$ cat src/rtl/fetch_pkg.sv
// Shared types and helpers for the instruction-fetch sequencer.
// Holds FSM states, the per-cycle action encoding and parameter helpers.
package fetch_pkg;

    typedef enum logic [1:0] {IDLE, RUN, HALTED} fetch_state_t;

    typedef enum logic [2:0] {
        ACT_HOLD, ACT_HALT, ACT_RET, ACT_CALL, ACT_ABS, ACT_REL, ACT_INC
    } action_t;

    // ProgSel width; a single-program build still gets a 1-bit select.
    function automatic int sel_w(input int nprog);
        return (nprog > 1) ? $clog2(nprog) : 1;
    endfunction

    // Default entry table, entry k at bits [k*t +: t]; covers NPROG*T <= 4096.
    function automatic logic [4095:0] default_start(input int t, input int nprog);
        logic [4095:0] v;
        int            val;
        v = '0;
        for (int k = 0; k < nprog; k++) begin
            val = k * ((1 << t) / nprog);
            for (int b = 0; b < t; b++) begin
                v[k*t + b] = val[b];
            end
        end
        return v;
    endfunction

    function automatic action_t decode_action(
        input logic stall, input logic halt, input logic ret, input logic call,
        input logic babs, input logic brel, input logic flag
    );
        if (stall)              return ACT_HOLD;
        else if (halt)          return ACT_HALT;
        else if (ret)           return ACT_RET;
        else if (call)          return ACT_CALL;
        else if (babs && flag)  return ACT_ABS;
        else if (brel && flag)  return ACT_REL;
        else                    return ACT_INC;
    endfunction

endpackage

$ cat src/rtl/ret_stack.sv
// Synchronous return-address LIFO with clear; push-on-full and pop-on-empty are ignored.
// The parent decides when either case is an error.
module ret_stack #(
    parameter int W = 10,
    parameter int D = 4
) (
    input  logic                 Clk,
    input  logic                 Reset,
    input  logic                 clear_i,
    input  logic                 push_i,
    input  logic                 pop_i,
    input  logic [W-1:0]         data_i,
    output logic [W-1:0]         top_o,
    output logic [$clog2(D):0]   depth_o,
    output logic                 full_o,
    output logic                 empty_o
);
    localparam int AW = $clog2(D);

    logic [W-1:0]  mem_q [D];
    logic [AW:0]   depth_q;
    logic [AW-1:0] wr_idx;
    logic [AW-1:0] top_idx;

    assign wr_idx  = depth_q[AW-1:0];
    assign top_idx = wr_idx - AW'(1);
    assign full_o  = (depth_q == (AW+1)'(D));
    assign empty_o = (depth_q == '0);
    assign depth_o = depth_q;
    assign top_o   = mem_q[top_idx];

    always_ff @(posedge Clk) begin
        if (Reset || clear_i) begin
            depth_q <= '0;
        end else if (push_i && !full_o) begin
            depth_q <= depth_q + (AW+1)'(1);
        end else if (pop_i && !empty_o) begin
            depth_q <= depth_q - (AW+1)'(1);
        end
    end

    // Contents need no reset: depth alone defines what is valid.
    always_ff @(posedge Clk) begin
        if (!Reset && !clear_i && push_i && !full_o) begin
            mem_q[wr_idx] <= data_i;
        end
    end

endmodule

$ cat src/rtl/inst_fetch_rs.sv
// Program counter / fetch sequencer with start table, return stack, stall and halt.
// All outputs registered; a control input changes ProgCtr one cycle later.
module inst_fetch_rs
    import fetch_pkg::*;
#(
    parameter int T     = 10,
    parameter int D     = 4,
    parameter int NPROG = 4,
    parameter logic [NPROG-1:0][T-1:0] START_ADDR = (NPROG*T)'(default_start(T, NPROG))
) (
    input  logic                       Clk,
    input  logic                       Reset,
    input  logic                       Start,
    input  logic [sel_w(NPROG)-1:0]    ProgSel,
    input  logic                       Stall,
    input  logic                       BranchAbs,
    input  logic                       BranchRel,
    input  logic                       Call,
    input  logic                       Ret,
    input  logic                       Halt,
    input  logic                       AluFlag,
    input  logic [T-1:0]               Target,
    output logic [T-1:0]               ProgCtr,
    output logic                       Done,
    output logic [$clog2(D):0]         StackDepth,
    output logic                       StackErr
);
    fetch_state_t state_q, state_d;
    logic [T-1:0] pc_q, pc_d;
    logic         err_q, err_d;
    logic         done_q, done_d;

    action_t      act;
    logic [T-1:0] pc_inc, pc_rel, start_pc;
    logic         stk_push, stk_pop, stk_clear;
    logic [T-1:0] stk_top;
    logic         stk_full, stk_empty;

    assign pc_inc   = pc_q + T'(1);
    assign pc_rel   = pc_q + Target;
    // Out-of-range selects fall back to program 0.
    assign start_pc = (int'(ProgSel) < NPROG) ? START_ADDR[ProgSel] : START_ADDR[0];
    assign act      = decode_action(Stall, Halt, Ret, Call, BranchAbs, BranchRel, AluFlag);

    ret_stack #(.W(T), .D(D)) u_stack (
        .Clk     (Clk),
        .Reset   (Reset),
        .clear_i (stk_clear),
        .push_i  (stk_push),
        .pop_i   (stk_pop),
        .data_i  (pc_inc),
        .top_o   (stk_top),
        .depth_o (StackDepth),
        .full_o  (stk_full),
        .empty_o (stk_empty)
    );

    always_comb begin
        state_d   = state_q;
        pc_d      = pc_q;
        err_d     = err_q;
        done_d    = done_q;
        stk_push  = 1'b0;
        stk_pop   = 1'b0;
        stk_clear = 1'b0;
        if (Start) begin
            state_d   = IDLE;
            pc_d      = start_pc;
            err_d     = 1'b0;
            done_d    = 1'b0;
            stk_clear = 1'b1;
        end else begin
            case (state_q)
                IDLE: state_d = RUN;
                RUN: begin
                    case (act)
                        ACT_HOLD: ;
                        ACT_HALT: begin
                            state_d = HALTED;
                            done_d  = 1'b1;
                        end
                        ACT_RET: begin
                            if (!stk_empty) begin
                                pc_d    = stk_top;
                                stk_pop = 1'b1;
                            end else begin
                                err_d = 1'b1;
                                pc_d  = pc_inc;
                            end
                        end
                        ACT_CALL: begin
                            if (!stk_full) begin
                                stk_push = 1'b1;
                                pc_d     = Target;
                            end else begin
                                err_d = 1'b1;
                                pc_d  = pc_inc;
                            end
                        end
                        ACT_ABS: pc_d = Target;
                        ACT_REL: pc_d = pc_rel;
                        default: pc_d = pc_inc;
                    endcase
                end
                HALTED: ;
                default: state_d = IDLE;
            endcase
        end
    end

    always_ff @(posedge Clk) begin
        if (Reset) begin
            state_q <= IDLE;
            pc_q    <= '0;
            err_q   <= 1'b0;
            done_q  <= 1'b0;
        end else begin
            state_q <= state_d;
            pc_q    <= pc_d;
            err_q   <= err_d;
            done_q  <= done_d;
        end
    end

    assign ProgCtr  = pc_q;
    assign Done     = done_q;
    assign StackErr = err_q;

endmodule

$ cat config.mk
export PLATFORM = sky130hd
export DESIGN_NAME = inst_fetch_rs
export DESIGN_NICKNAME = d
export VERILOG_FILES = /design/src/rtl/fetch_pkg.sv /design/src/rtl/ret_stack.sv /design/src/rtl/inst_fetch_rs.sv
export SDC_FILE = /design/constraint.sdc
export NUM_CORES = 1
export LEC_CHECK = 0
export ABC_AREA = 1
export BUFFER_PORTS_ARGS = -buffer_cell sky130_fd_sc_hd__buf_2
export CORE_ASPECT_RATIO = 2
export CORE_MARGIN = 10
export CORE_UTILIZATION = 53
export DETAILED_ROUTE_END_ITERATION = 16
export HOLD_SLACK_MARGIN = 0.15
export PLACE_DENSITY = 0.76
export SLEW_MARGIN = 20
export SYNTH_ARGS = -nofsm -noshare
export SYNTH_HDL_FRONTEND = slang
export SYNTH_SLANG_ARGS = --single-unit
$ cat constraint.sdc
create_clock -name Clk -period 2.1 [get_ports Clk]
set_input_delay 0 -clock Clk [delete_from_list [all_inputs] [get_ports Clk]]
set_output_delay 0 -clock Clk [all_outputs]
set_load 0.02 [all_outputs]
==> results by group <==
STA
  • F_max: about 490 MHz
  • Slew @ Worst Pin: 0.5276 ns
  • Final setup viols: 0
  • Fin crit share: approximately 98%
  • Hold Vio Cnt, Final: 0
  • Min cycle time layout: 2.055 ns
  • Slew margin rel.: between 60% and 70%
  • Clk_skew: 0.003211 ns
  • Slew Limit Fails: 0

Detailed routing
  • Vias: 2923
  • Drt pass-1 iters: 4
  • Drt initial violations: between 200 and 250
  • Vias per inst: 5.743
  • Residual DRC: 0
  • Final wirelength: 8871 µm
  • Mean routed wirelength per cell: 17.43 µm
  • Routed Antenna Nets: 0

Global route
  • Total GRT Usage: 19.20%
  • Remaining Overflow, GRT: 0
  • Vias in the first global route: 3034
  • Pin count of the biggest net entering global routing: 25
  • Number of antenna violations at the first check in global routing: 0
  • First-pass GRT wire length: 14250 µm

Min path
  • HP Class: input port to register

Synth
  • Post-synth top area share: 37.93%
  • Synth Register Bits: between 50 and 60
  • Synth Cell Area: 3167 µm²
  • Synth area leaders: edfxtp_1 38%, dfxtp_1 11%, nand2_1 9.5%
  • Yosys top cell by area: edfxtp_1
  • Mapped Nets: 407
  • Fraction of registers with async set or reset after synthesis: 0%
  • Register area share after synthesis: 48.68%
  • Yosys warnings: 0
  • Synth Instances: 369
  • Prevailing post-synth register cell: edfxtp_1
  • Syn_area_per_cell: 8.582 µm²
  • Netlist cell types: 34
  • Post-synth EDFFs: 40

Worst setup path
  • Startpoint types: input port
  • Worst path required time: approximately 2.3 ns
  • Critical path peak fanout: 4
  • Crit path capture type: register
  • Critical path data arrival time: between 2 and 2.5 ns
  • Crit Path Category: input port to register

Pwr
  • Power per cell area: 695.0 nW/µm²
  • Leakage power: 1.680 nW
  • Peak VDD IR: 0.6138 mV

Flow run
  • Max-Cap Viols: 0

Finish
  • Layout cells sized above 1: 22.77%
  • Nets: 481
  • Area grow syn2layout: 27.38%
  • Non-filler instance count after layout: 509
  • Diodes inserted: 0
  • Final Cell Area: between 4000 and 5000 µm²

Place
  • Placed cells: 475
  • Placed inst area: 3523 µm²
  • Placer Congestion: 0.8879
  • Port Buffer Count: 36
  • Post-detail-place hpwl: 6120 µm

Clock tree
  • Root buf cell: clkbuf_16
  • Clock latency on the worst-skew pair: 0.32 ns
  • Number of clock sinks: 57
  • Clock Path Buffers: 2
  • CTS tree: built
  • CTS Buf Count: 9
  • H-tree depth: 3
  • Clock slew at reported path FFs: roughly 0.05 ns

Die
  • Core area: 5758 µm²
  • Die Height: 129.3 µm
  • Die ar.: 9655 µm²
  • I/O pin count: 37
  • Die width: 74.66 µm
  • Initial core utilization: ~55%
  • Row cnt: 39

Run status
  • Status: complete, no violations
## stage by stage
step	TNS, ns	power, mW	setup WS, ns	util (%)	hold slack [ns]
global route	-0.1289	2.879	-0.09398	70.06	0.3098
finish	0	2.804	0.04462	70.06	0.2251
detailed placement	0	1.386	0.1327	61.19	0.2935
CTS	0	2.802	0.08765	69.12	0.1980
floorplan	0	1.325	0.001815	-	0.06907
global placement	0	1.382	0.2074	61.19	0.2933
## path summary, 6_finish.rpt
kind / startpoint / to / slack [ns] / cells past startpoint
max reg2reg: ProgCtr[3] / ProgCtr[9] / 0.07 / 12
min: Ret / state_q[1] / 0.23 / 6
max: Target[3] / ProgCtr[9] / 0.04 / 14
min reg2reg: Done / Done / 0.47 / 2
## metal layers
metal | wire length [µm] | GRT usage, %
met2 | 4851 | 35.13
met5 | 0 | 0
met3 | 420 | 3.746
met4 | 300 | 10.54
met1 | 3298 | 19.32
## cell usage after synthesis, drive strengths merged (2+ instances only)
master and instances:
nand3 23, dfxtp 17, xor2 10, o221ai 2
nand4 5, buf 4, edfxtp 40, nor2 52
xnor2 4, clkbuf 2, inv 40, nand2 80
a21oi 42, ha 14, a22oi 5, fa 2
o21ai 16
## critical path: stages
cell and delay [ns]:
dlygate4sd3_1 0.54, buf_2 0.13, ha_1 0.34, nand2_1 0.09, nor2_1 0.13, nand2_1 0.11
nand3_1 0.13, nand2_1 0.14, o21ai_2 0.20, nand2_1 0.07, nand2_1 0.12, nor2_4 0.05
nor2_1 0.13, nor2_1 0.06
## final cells by class
| type | instances | area (µm²) |
|---|---|---|
| Clock buffer | 9 | 225.2 |
| Clock inverter | 7 | 61.31 |
| Fill cell | 452 | 1724 |
| Inverter | 41 | 153.9 |
| Multi-Input combinational cell | 265 | 1500 |
| Sequential cell | 57 | 1546 |
| Tap cell | 61 | 76.32 |
| Timing Repair Buffer | 69 | 470.5 |
## kinds of logic after synthesis
group | count (synthesis) | share of synthesized area, %
AO/OA/AOI/OAI | 72 | 12.68
adder cells (fa/ha/maj) | 16 | 6.796
XOR/XNOR | 14 | 3.872
flip-flops | 57 | 48.68
AND/OR/NAND/NOR | 163 | 22.28
buffers and inverters | 47 | 5.689
## cells in the final DEF, fill, tap and decap left out, types with 9 or more instances in the layout
cell           instances
nor2_2                12
nand2_1               80
inv_2                 10
ha_1                  11
a21oi_1               42
xor2_1                10
edfxtp_1              40
inv_1                 30
clkbuf_16              9
nor2_1                39
dlygate4sd3_1         17
dfxtp_1               15
nand3_1               19
buf_2                 36
buf_4                 16
o21ai_0                9
## flip-flops by register name (all words and copies together), names as in the netlist
register,flops
Done,1
ProgCtr,10
StackErr,1
state_q,2
u_stack.depth_o,3
u_stack.mem_q,40
## what timing repair did
action	CTS	global route
hold endpoints to repair	16	0
gates resized for setup	0	11
setup buffers	0	1
hold buffers	17	0
endpoints found under the setup margin	0	4
## where the power goes
part / switching, mW / total (mW) / internal, mW
registers: 0.00631 / 1.21 / 1.20
logic: 0.119 / 0.201 / 0.0815
clock network: 0.494 / 1.40 / 0.903
total: 0.620 / 2.80 / 2.18
Power figures use the tool's default switching activity.
